<file path="config.mk">
export PLATFORM = sky130hd
export DESIGN_NAME = decode_stage
export DESIGN_NICKNAME = d
export VERILOG_FILES = /design/src/rtl/decode_stage.sv
export SDC_FILE = /design/constraint.sdc
export NUM_CORES = 1
export LEC_CHECK = 0
export ABC_AREA = 1
export CORE_MARGIN = 2
export CORE_UTILIZATION = 25
export CTS_BUF_LIST = sky130_fd_sc_hd__clkbuf_8
export DETAILED_ROUTE_END_ITERATION = 7
export GPL_TIMING_DRIVEN = 0
export SYNTH_ARGS = -nofsm -noshare
export SYNTH_HDL_FRONTEND = slang
export SYNTH_SLANG_ARGS = --single-unit
</file>
<file path="constraint.sdc">
create_clock -name clk -period 2 [get_ports clk]
set_input_delay 0.2 -clock clk [delete_from_list [all_inputs] [get_ports clk]]
set_output_delay 0.2 -clock clk [all_outputs]
set_load 0.005 [all_outputs]
</file>
<file path="src/rtl/decode_stage.sv">
// Purpose : decode stage; reads regfile/data memory for one instruction and issues an operand bundle to execute.
// Latency : handshake cycle N -> READ (N+1) -> WAIT (N+2) -> out_valid in N+3; initiation interval 3 cycles.
// Backpr. : out_ready low holds the bundle and drops in_ready; a new instruction is taken on the releasing cycle.
//
// Ports:
//   clk, rst_n                      clock, async active-low reset
//   in_valid/in_ready, instruction  fetch side: opcode | mode[1:0] | rs1 | imm (rs2 = imm MSBs)
//   reg_rd_en1/2, reg_id1/2         register-file read ports, data returns 1 cycle later on reg_data1/2
//   mem_rd_en, mem_addr, mem_data   data-memory read port, data returns 1 cycle later
//   out_valid/out_ready             execute side, bundle = opcode, mode, op1, op2, illegal
//
// Build option: define DECODE_SIGN_EXT_EN to sign-extend the mode-10 immediate
// (zero-extended otherwise). mem_addr is always zero-extended.
module decode_stage #(
  parameter int OPCODE_W = 6,
  parameter int REG_ID_W = 4,
  parameter int IMM_W    = 12,
  parameter int DATA_W   = 16,
  parameter int ADDR_W   = 16,
  localparam int INSTR_W = OPCODE_W + 2 + REG_ID_W + IMM_W
) (
  input  logic                clk,
  input  logic                rst_n,
  input  logic                in_valid,
  output logic                in_ready,
  input  logic [INSTR_W-1:0]  instruction,
  output logic                reg_rd_en1,
  output logic [REG_ID_W-1:0] reg_id1,
  output logic                reg_rd_en2,
  output logic [REG_ID_W-1:0] reg_id2,
  input  logic [DATA_W-1:0]   reg_data1,
  input  logic [DATA_W-1:0]   reg_data2,
  output logic                mem_rd_en,
  output logic [ADDR_W-1:0]   mem_addr,
  input  logic [DATA_W-1:0]   mem_data,
  output logic                out_valid,
  input  logic                out_ready,
  output logic [OPCODE_W-1:0] opcode,
  output logic [1:0]          mode,
  output logic [DATA_W-1:0]   op1,
  output logic [DATA_W-1:0]   op2,
  output logic                illegal
);

  typedef enum logic [1:0] {IDLE, READ, WAIT, OUT} state_t;

  state_t state;

  // Latched instruction: only the fields still needed after the read requests are issued.
  logic [OPCODE_W-1:0] q_opcode;
  logic [1:0]          q_mode;
  logic [IMM_W-1:0]    q_imm;

  // Field split of the incoming instruction.
  logic [OPCODE_W-1:0] in_opcode;
  logic [1:0]          in_mode;
  logic [REG_ID_W-1:0] in_rs1;
  logic [IMM_W-1:0]    in_imm;
  logic [REG_ID_W-1:0] in_rs2;

  assign in_opcode = instruction[INSTR_W-1 -: OPCODE_W];
  assign in_mode   = instruction[IMM_W+REG_ID_W +: 2];
  assign in_rs1    = instruction[IMM_W +: REG_ID_W];
  assign in_imm    = instruction[IMM_W-1:0];
  assign in_rs2    = in_imm[IMM_W-1 -: REG_ID_W];

  // Ready while empty, or while the held bundle is being consumed this cycle.
  assign in_ready = (state == IDLE) || ((state == OUT) && out_ready);

  logic accept;
  assign accept = in_valid && in_ready;

  logic [DATA_W-1:0] imm_ext;
`ifdef DECODE_SIGN_EXT_EN
  assign imm_ext = DATA_W'($signed(q_imm));
`else
  assign imm_ext = DATA_W'(q_imm);
`endif

  always_ff @(posedge clk or negedge rst_n) begin
    if (!rst_n) begin
      state      <= IDLE;
      q_opcode   <= '0;
      q_mode     <= '0;
      q_imm      <= '0;
      reg_rd_en1 <= 1'b0;
      reg_id1    <= '0;
      reg_rd_en2 <= 1'b0;
      reg_id2    <= '0;
      mem_rd_en  <= 1'b0;
      mem_addr   <= '0;
      out_valid  <= 1'b0;
      opcode     <= '0;
      mode       <= '0;
      op1        <= '0;
      op2        <= '0;
      illegal    <= 1'b0;
    end else begin
      // Read enables are single-cycle pulses covering the READ state.
      reg_rd_en1 <= 1'b0;
      reg_rd_en2 <= 1'b0;
      mem_rd_en  <= 1'b0;

      if (accept) begin
        q_opcode   <= in_opcode;
        q_mode     <= in_mode;
        q_imm      <= in_imm;
        reg_rd_en1 <= 1'b1;
        reg_id1    <= in_rs1;
        // reg_id2 / mem_addr are only updated when their enable fires.
        case (in_mode)
          2'b00: begin
            reg_rd_en2 <= 1'b1;
            reg_id2    <= in_rs2;
          end
          2'b01: begin
            mem_rd_en <= 1'b1;
            mem_addr  <= ADDR_W'(in_imm);
          end
          default: ;
        endcase
      end

      case (state)
        IDLE: begin
          if (accept) state <= READ;
        end
        READ: begin
          state <= WAIT;
        end
        WAIT: begin
          // Read data from the requests issued in READ is valid now.
          op1 <= reg_data1;
          case (q_mode)
            2'b00:   op2 <= reg_data2;
            2'b01:   op2 <= mem_data;
            2'b10:   op2 <= imm_ext;
            default: op2 <= '0;
          endcase
          opcode    <= q_opcode;
          mode      <= q_mode;
          illegal   <= (q_mode == 2'b11);
          out_valid <= 1'b1;
          state     <= OUT;
        end
        OUT: begin
          if (out_ready) begin
            out_valid <= 1'b0;
            state     <= in_valid ? READ : IDLE;
          end
        end
        default: state <= IDLE;
      endcase
    end
  end

endmodule

</file>
==> summary.md <==
| Metric | Value |
|---|---|
| Status | `finished clean` |
| Total power | `8.12 mW` |
| First-pass GRT wire length | `18600 um` |
| Clk_lat worst skew | `370 ps` |
| Crit path max-delay family | `buffers and inverters` |
| Gr busiest metal | `met2` |
| Filler instances | `between 1500 and 2000` |
| Power Density | `between 1000 and 1500 nW/um^2` |
| Actual slew at the worst max-slew pin | `546 ps` |
| Register area | `2180 um^2` |
| Share of layout cells above drive strength 1 | `0.0877` |
| Final RePlAce weighted congestion | `around 0.77` |
| Clock Root Buffer | `clkbuf_8` |
| Overflow left after global routing | `0` |
| Synth Instances | `around 450` |
| Synthesis Warnings | `0` |
| Crit path kind | `flip-flop to output port` |
| Combinational Power Share | `0.483` |
| Initial drt markers | `approximately 130` |
| Leak | `between 2 and 3 nW` |
| Clock Pin Slew Worst Setup and Hold Paths | `about 80 ps` |
| Global Route met1 Usage | `0.190` |
| Longest Clk Path Bufs | `2` |
| Layout Cells excl Fill | `between 800 and 900` |
| Min cycle time layout | `between 1500 and 2000 ps` |
| Startpoint types | `flip-flop` |
| Sequential fraction of the synthesis area | `0.570` |
| Max Slew Vio Count | `0` |
| Initial Util | `0.254` |
| Detail Route Antenna Nets | `0` |
| Routed vias | `3500` |
| Final hold violations | `0` |
| Max incr delay on CP | `around 400 ps` |
| Mapped cell area | `3820 um^2` |
| GR Util met3 | `0.0310` |
| Clk_skew | `around 7.6 ps` |
| Core area | `15000 um^2` |
| Clock Sinks | `87` |
| Max VDD drop | `0.487 mV` |
| HP Class | `input pin to async pin` |
| Critical path peak fanout | `10` |
| Post-route DRC violation count | `0` |
| DIE AREA | `16300 um^2` |
| Vias in the first global route | `3636` |
| Ranking of synthesized cells by area | `dfrtp_1 57%, nand2_1 24%, nand3_1 5.5%` |
| RR Endpoint | `op2[12]` |
| Largest net degree at the start of global routing | `about 60` |
| Clock power frac | `0.139` |
| R2R cell count | `7` |
| Switching part of the total power | `0.378` |
| Area of the multi-input gates | `~1400 um^2` |
| Vias per inst | `roughly 4.4` |
| Max Cap Viol | `0` |
| CP max stage cell | `dfrtp_1` |
| Post-layout util | `0.379` |
| Worst Path Arrival | `1690 ps` |
| TritonCTS Buffers | `9` |
| Yosys cell types | `22` |
| CTS tree | `built` |
| FP Rows | `45` |
| Antenna diodes | `0` |
| DP HPWL | `~8600 um` |
| Worst Path Required | `around 1800 ps` |
| Fmax | `about 0.53 GHz` |
| Final period utilization | `0.945` |
| Synthesized area per cell | `~8.4 um^2` |
| Max-slew headroom | `0.636` |
| Pint | `5.06 mW` |
| WP buf/inv | `5` |
| Die Wd | `128 um` |
| Placed insts | `roughly 800` |
| #FFs+latches synth | `87` |
| # IOs | `between 100 and 150` |
| Total Routing Usage GR | `0.146` |
| Setup crit end kind | `output port` |
| Switch Pwr | `between 3 and 4 mW` |
| Antenna violations before repair | `0` |
| Setup violators final | `0` |
| Area growth from synthesis to layout | `49.5%` |
| Synth top area share | `0.570` |
| Final wirelength | `11500 um` |
| Pre-antenna DRT Iters | `4` |
| Met2 usage | `0.237` |
| Post-DR wirelength/cell | `~14 um` |
| FF-to-FF Start | `state[1]` |
| Final nets | `a little under 700` |
| Unrepaired setup endpoints after global routing | `no` |
| Die height | `~130 um` |
| Sequential power share | `0.378` |
| Cell taking the most area after synthesis | `dfrtp_1` |
| Crit path cell chain | `inv_2 -> ha_2 -> inv_2 -> nand2_2 -> buf_6 -> buf_6 -> dlygate4sd2_1` |
| Internal reg-to-reg setup slack | `310 ps` |
| IO buf count | `around 140` |
| H-tree Lvls | `3` |
| Setup_tns | `0 ps` |
==> area by class of cell <==
cell class / instances / share of cell area
Sequential cell: 87 / 0.382
Timing Repair Buffer: 145 / 0.256
Multi-Input combinational cell: 328 / 0.251
Tap cell: 188 / 0.0412
Buffer: 29 / 0.0322
Clock buffer: 11 / 0.0265
Inverter: 11 / 0.00724
Clock inverter: 5 / 0.00439
==> per-stage QoR <==
step	cell area, um^2	hold slack [ps]	setup WS [ps]
2_1_floorplan	3830	-95.6	662
3_3_place_gp	5470	458	-2470
3_5_place_dp	5500	152	112
4_1_cts	5700	276	26.2
5_1_grt	5700	302	5.05
6_report	5700	283	110
==> layer usage <==
layer	wire [um]	up-vias	share of wire
met5	0	-	0
met4	167	0	0.015
met3	630	13	0.055
met2	5260	103	0.46
met1	5430	1649	0.47
li1	-	1735	-
==> cell usage after synthesis, drive strengths merged <==
master  count
nand2     243
dfrtp      87
nand3      43
buf        22
nand4      16
inv        10
nor2        9
clkbuf      7
ha          4
o21ai       4
a21oi       3
a211oi      1
clkinv      1
conb        1
o21a        1
==> worst max path at each step <==
| stage | slack (ps) | cells past startpoint | startpoint | end |
|---|---|---|---|---|
| 2_1_floorplan | 660 | 9 | state[0] | mem_addr[10] |
| 3_3_place_gp | -2470 | 1 | rst_n | op1[11] |
| 3_5_place_dp | 110 | 7 | state[0] | in_ready |
| 4_1_cts | 30 | 7 | state[0] | in_ready |
| 5_1_grt | 5 | 7 | state[0] | in_ready |
| 6_report | 110 | 7 | state[0] | in_ready |
==> kinds of logic after synthesis <==
| group | share of synthesized area |
|---|---|
| AO/OA/AOI/OAI | 0.0174 |
| other | 0.000983 |
| flip-flops | 0.570 |
| adder cells (fa/ha/maj) | 0.0131 |
| AND/OR/NAND/NOR | 0.339 |
| buffers and inverters | 0.0590 |
==> flip-flops by register name, summed over array words and instances, names as in the netlist <==
register	cells
illegal	1
mem_addr	12
mem_rd_en	1
mode	2
op1	16
op2	16
opcode	6
out_valid	1
q_imm	12
q_mode	2
q_opcode	6
reg_id1	4
reg_id2	4
reg_rd_en1	1
reg_rd_en2	1
state	2
==> power by group through the flow <==
stage / registers, mW / logic (mW) / clock network, mW
floorplan: 3.05 / 1.90 / 0
CTS: 3.08 / 4.01 / 1.19
finish: 3.07 / 3.92 / 1.13
detailed placement: 3.10 / 3.94 / 0
global route: 3.17 / 4.43 / 1.27
global placement: 3.07 / 3.87 / 0
==> cell usage in the layout, fill, tap and decap left out, types with 4 or more instances in the layout <==
cell type / synthesis / routed
nand2_1: 241 / 241
clkbuf_8: 0 / 11
clkbuf_1: 7 / 7
nand3_1: 42 / 42
nand4_1: 16 / 16
nor2_1: 7 / 7
buf_4: 9 / 12
o21ai_0: 4 / 4
inv_1: 8 / 7
dfrtp_1: 87 / 87
clkdlybuf4s50_1: 0 / 139
buf_2: 9 / 9
buf_6: 4 / 4
conb_1: 1 / 4
inv_2: 2 / 5
==> what timing repair did <==
item / CTS / global route
hold endpoints to repair: 27 / 0
buffers inserted: 2 / 0
setup endpoints to repair: 1 / 1
hold buffers: 1 / 0
pin swaps: 0 / 0
gates resized for setup: 4 / 2
Note: power is estimated with default switching activity, not from simulation.
